File: config.mk
export PLATFORM = sky130hd
export DESIGN_NAME = roulette_game_ctrl
export DESIGN_NICKNAME = d
export VERILOG_FILES = /design/src/rtl/roulette_game_ctrl.sv
export SDC_FILE = /design/constraint.sdc
export NUM_CORES = 1
export LEC_CHECK = 0
export ABC_AREA = 0
export CORE_ASPECT_RATIO = 0.7
export CORE_MARGIN = 5
export CORE_UTILIZATION = 36
export CTS_CLUSTER_DIAMETER = 200
export DETAILED_ROUTE_END_ITERATION = 16
export MAX_ROUTING_LAYER = met4
export SETUP_SLACK_MARGIN = 0.02
export SLEW_MARGIN = 5
export SYNTH_ARGS = -nofsm -noshare
export SYNTH_HDL_FRONTEND = slang
export SYNTH_SLANG_ARGS = --single-unit
File: constraint.sdc
create_clock -name clk -period 14.1 [get_ports clk]
set_input_delay 2.82 -clock clk [delete_from_list [all_inputs] [get_ports clk]]
set_output_delay 2.82 -clock clk [all_outputs]
set_load 0.02 [all_outputs]
File: src/rtl/roulette_game_ctrl.sv
// roulette_game_ctrl: credit/bet bookkeeping and spin sequencing for the LED roulette spinner
module roulette_game_ctrl #(
  parameter int CREDIT_W      = 10,
  parameter int INIT_CREDIT   = 100,
  parameter int BET_UNIT      = 10,
  parameter int MAX_BET_UNITS = 9,
  parameter int PAYOUT_MULT   = 7,
  parameter int SHOW_CYCLES   = 100000000,
  parameter int SPIN_TIMEOUT  = 500000000
) (
  input  logic                clk,
  input  logic                rst,
  input  logic                btn_start,
  input  logic                btn_inc,
  input  logic                btn_dec,
  input  logic [2:0]          bet_sel,
  input  logic                spin_done,
  input  logic [2:0]          result_pos,
  output logic                start_spin,
  output logic [CREDIT_W-1:0] credit,
  output logic [3:0]          bet_units,
  output logic [2:0]          locked_pos,
  output logic                win,
  output logic                lose,
  output logic                reject,
  output logic                err_timeout,
  output logic                game_over,
  output logic [2:0]          state_dbg
);
  localparam int CW = CREDIT_W + 4;
  localparam logic [CREDIT_W-1:0] CREDIT_MAX = '1;
  typedef enum logic [2:0] {S_IDLE, S_WAIT, S_EVAL, S_SHOW, S_OVER} state_t;
  state_t state, state_n;
  logic [CREDIT_W-1:0] credit_n;
  logic [3:0] units_n;
  logic [2:0] locked_n, res_q, res_n;
  logic spin_n, win_n, lose_n, rej_n, err_n, over_n;
  logic [31:0] tcnt, tcnt_n, scnt, scnt_n;
  logic [CW-1:0] cost, credit_w, payout;
  // cost is only ever subtracted after cost <= credit, so its low bits refund exactly
  assign cost      = CW'(bet_units) * CW'(BET_UNIT);
  assign credit_w  = CW'(credit);
  assign payout    = credit_w + cost * CW'(PAYOUT_MULT);
  assign state_dbg = state;
  always_ff @(posedge clk or posedge rst)
    if (rst) begin
      state       <= S_IDLE;
      credit      <= CREDIT_W'(INIT_CREDIT);
      bet_units   <= 4'd1;
      locked_pos  <= '0;
      res_q       <= '0;
      start_spin  <= 1'b0;
      win         <= 1'b0;
      lose        <= 1'b0;
      reject      <= 1'b0;
      err_timeout <= 1'b0;
      game_over   <= 1'b0;
      tcnt        <= '0;
      scnt        <= '0;
    end else begin
      state       <= state_n;
      credit      <= credit_n;
      bet_units   <= units_n;
      locked_pos  <= locked_n;
      res_q       <= res_n;
      start_spin  <= spin_n;
      win         <= win_n;
      lose        <= lose_n;
      reject      <= rej_n;
      err_timeout <= err_n;
      game_over   <= over_n;
      tcnt        <= tcnt_n;
      scnt        <= scnt_n;
    end
  always_comb begin
    state_n  = state;
    credit_n = credit;
    units_n  = bet_units;
    locked_n = locked_pos;
    res_n    = res_q;
    spin_n   = 1'b0;
    win_n    = win;
    lose_n   = lose;
    rej_n    = 1'b0;
    err_n    = err_timeout;
    over_n   = game_over;
    tcnt_n   = tcnt;
    scnt_n   = scnt;
    case (state)
      S_IDLE:
        if (btn_start) begin
          if (cost <= credit_w) begin
            spin_n   = 1'b1;
            credit_n = credit - cost[CREDIT_W-1:0];
            locked_n = bet_sel;
            err_n    = 1'b0;
            tcnt_n   = '0;
            state_n  = S_WAIT;
          end else
            rej_n = 1'b1;
        end else if (btn_inc && !btn_dec && bet_units < 4'(MAX_BET_UNITS))
          units_n = bet_units + 4'd1;
        else if (btn_dec && !btn_inc && bet_units > 4'd1)
          units_n = bet_units - 4'd1;
      S_WAIT: begin
        tcnt_n = tcnt + 32'd1;
        if (spin_done) begin
          res_n   = result_pos;
          state_n = S_EVAL;
        end else if (tcnt == 32'(SPIN_TIMEOUT - 1)) begin
          credit_n = credit + cost[CREDIT_W-1:0];
          err_n    = 1'b1;
          state_n  = S_IDLE;
        end
      end
      S_EVAL: begin
        scnt_n  = '0;
        state_n = S_SHOW;
        win_n   = res_q == locked_pos;
        lose_n  = res_q != locked_pos;
        if (res_q == locked_pos)
          credit_n = payout > CW'(CREDIT_MAX) ? CREDIT_MAX : payout[CREDIT_W-1:0];
      end
      S_SHOW:
        if (scnt == 32'(SHOW_CYCLES - 1)) begin
          win_n   = 1'b0;
          lose_n  = 1'b0;
          over_n  = credit < CREDIT_W'(BET_UNIT);
          state_n = credit < CREDIT_W'(BET_UNIT) ? S_OVER : S_IDLE;
        end else
          scnt_n = scnt + 32'd1;
      S_OVER:
        if (btn_start) begin
          credit_n = CREDIT_W'(INIT_CREDIT);
          units_n  = 4'd1;
          over_n   = 1'b0;
          state_n  = S_IDLE;
        end
      default: state_n = S_IDLE;
    endcase
  end
endmodule

==> metrics.md <==
| Metric | Value |
|---|---|
| Status | finished clean |
| Hold WC Path Type | reg -> reg |
| Worst Skew | 0.00781 ns |
| Synth Net Count | 815 |
| Critical path peak fanout | 11 |
| Starting Density | 36.6% |
| Initial antenna violation count | 0 |
| Crit path time final | 6.05 ns |
| Worst slew margin | 30.0% |
| Crit path largest cell delay | 0.85 ns |
| Clock tree sinks | 93 |
| CP most frequent cell | ha_1 |
| Non-Filler Cell Area, Final | 7440 um2 |
| Ys async rst share | 100% |
| Final wirelength | 16900 um |
| Synth Instances | 753 |
| Most frequent cells in the layout | dfrtp_1 (89), nor2_1 (82), o21ai_0 (66) |
| CTS Hold Buffers Added | 0 |
| Worst Path Required | 14.36 ns |
| Num CTS Buffers | 9 |
| FP Rows | 41 |
| WL/cell | 16.6 um |
| First-pass GRT wire length | 28300 um |
| Via count | 5598 |
| Pre-antenna DRT Iters | 5 |
| Top FF cell, synth | dfrtp_1 |
| Mapped Area | 6570 um2 |
| Reg clk slew, reported paths | 0.07 ns |
| Final Hold Vio Count | 0 |
| Synth cell types | 74 |
| DIE WIDTH | 171 um |
| Core Region | 18000 um2 |
| Die ar. | 21100 um2 |
| Commonest non-fill, non-tap cell in the layout | dfrtp_1 |
| Share of layout cells above drive strength 1 | 6.27% |
| CTS max path bufs | 2 |
| Endpoint type of the worst setup path | flop |
| Slowest-stage cell, CP | a31oi_1 |
| Reg area | 2330 um2 |
| DRC Markers | 0 |
| EDFF count, synth | 0 |
| GP Congestion | 0.852 |
| Fin nets | 839 |
| YS warnings | 0 |
| Final Hold Slack | 0.500 ns |
| Post-cts resize count | 0 |
| Fill count | 1803 |
| TNS Setup | 0 ns |
| CP cell instances | ha_1 > ha_1 > fa_1 > inv_1 > fa_1 > inv_1 > ha_1 > a21o_1 > a21oi_1 > nand2b_1 > a21oi_1 > nor2_1 > xnor2_1 > ha_1 > nand2_1 > nor2_1 > a211oi_1 > mux2i_1 > a31oi_1 > o21ai_0 > a41oi_1 |
| I/O Pins | 38 |
| Crit Path Category | reg -> reg |
| Setup Viol. Count Final | 0 |
| Skew-Pair Late Insertion Delay | 0.35 ns |
| Gr usage total | 17.1% |
| Post-DP Area | 7150 um2 |
| Layout area overhead | 13.2% |
| Worst Setup Start Kind | flop |
| Via/cell ratio | 5.50 |
| Post-CTS setup buffer count | 0 |
| Max cap viols | 0 |
| Worst EP arrival | 6.31 ns |
| Largest net degree at the start of global routing | 54 |
| Chip height | 123 um |
| Delay-heaviest family, CP | adder cells |
| Max-slew violations | 0 |
| Fmax | 0.165 GHz |
| RSZ-0062 raised after global routing | false |
| Multi-input gate area | 3990 um2 |
| DRT iter0 DRCs | 480 |
| CTS tree | done |
| Synth Register Bits | 93 |
| Ant. Diodes | 0 |
| Port Buf Inserts | 37 |
| Antenna Nets Post-Route | 0 |
| Syn avg cell area | 8.73 um2 |
| WP buf/inv | 2 |
| Final Cycle Share | 42.9% |
| H-tree depth | 3 |
| Seq/Total Area, Yosys | 35.5% |
| Worst Max-Slew Pin Slew | 1.04 ns |
| Number of global-route vias before repair | 5471 |
| HPWL after detailed placement | 12200 um |
| Clk root buf | clkbuf_16 |
| Overflow after GRT | 0 |
-- cells in the mapped netlist, types with 4 or more instances --
master	instances	area, um2
nand3b_1	4	30.0
nor3_1	22	110
o31ai_1	7	52.6
nand2b_1	4	25.0
dfstp_2	4	105
dfrtp_1	89	2230
a21oi_1	37	185
a31oi_1	14	87.6
o21ai_0	66	330
nor2_1	83	312
nor2b_1	4	25.0
xor2_1	20	175
nand4_1	18	113
buf_2	11	55.1
o41ai_1	6	52.6
a211oi_1	7	52.6
mux2_2	6	67.6
nand2_1	58	218
ha_1	40	500
and2_1	7	43.8
o2111ai_1	4	35.0
o21bai_1	4	30.0
o21ai_1	11	55.1
inv_1	35	131
mux2i_1	5	50.1
nand3_1	31	155
and4_1	4	35.0
and3_1	15	93.8
nor4_1	7	43.8
clkbuf_1	13	48.8
xnor2_1	31	272
a21o_1	7	52.6
or3_1	7	43.8
fa_1	10	200
-- per-stage QoR --
| stage | utilization, % | setup WS (ns) | cells |
|---|---|---|---|
| 5_1_grt | 41.4 | 7.43 | 1017 |
| 3_3_place_gp | 39.8 | 8.21 | 1002 |
| 6_report | 41.4 | 8.05 | 1017 |
| 3_5_place_dp | 39.8 | 8.05 | 1002 |
| 4_1_cts | 41.4 | 8.01 | 1017 |
| 2_1_floorplan | - | 8.87 | 753 |
-- sequential cells by signal, indices dropped and copies added, names as in the netlist, 3 cells and up --
register,flops
bet_units,4
credit,10
locked_pos,3
res_q,3
scnt,32
state_dbg,3
tcnt,32
-- layout make-up --
type	count	area share, %
multi-input combinational	596	53.6
sequential	93	31.3
timing repair buffer	41	5.38
tap	236	3.97
clock buffer	10	3.08
inverter	36	1.85
clock inverter	5	0.824
-- logic make-up (layout without fill, tap and decap cells) --
| kind of cell | count (synthesis) | after routing | share of synthesized area [%] |
|---|---|---|---|
| compound gates | 196 | 196 | 18.7 |
| mux | 11 | 11 | 1.79 |
| fa+ha+maj | 50 | 50 | 10.7 |
| simple gates | 288 | 288 | 22.6 |
| xor+xnor | 51 | 51 | 6.80 |
| flops | 93 | 93 | 35.5 |
| buf+inv | 64 | 92 | 3.98 |
-- per-layer routing --
metal,share of wire [%],global-route usage [%]
met1,54,26.4
met2,41,23.5
met3,4.7,3.29
met4,0.62,2.72
met5,0,-
-- worst paths after layout --
| check | start | endpoint | slack [ns] | depth (start not counted) |
|---|---|---|---|---|
| setup / recovery | bet_units[1] | credit[6] | 8.05 | 21 |
| hold / removal | tcnt[24] | tcnt[24] | 0.50 | 1 |
| max in group asynchronous | rst | credit[3] | 10.15 | 3 |
| setup reg to reg | bet_units[1] | credit[6] | 8.05 | 21 |
| hold reg to reg | tcnt[24] | tcnt[24] | 0.50 | 1 |
| min in group asynchronous | rst | start_spin | 2.87 | 2 |
Power is left out: the tool's default activity adds up to more than one toggle a clock period on the data nets, which glitch-free logic cannot reach.
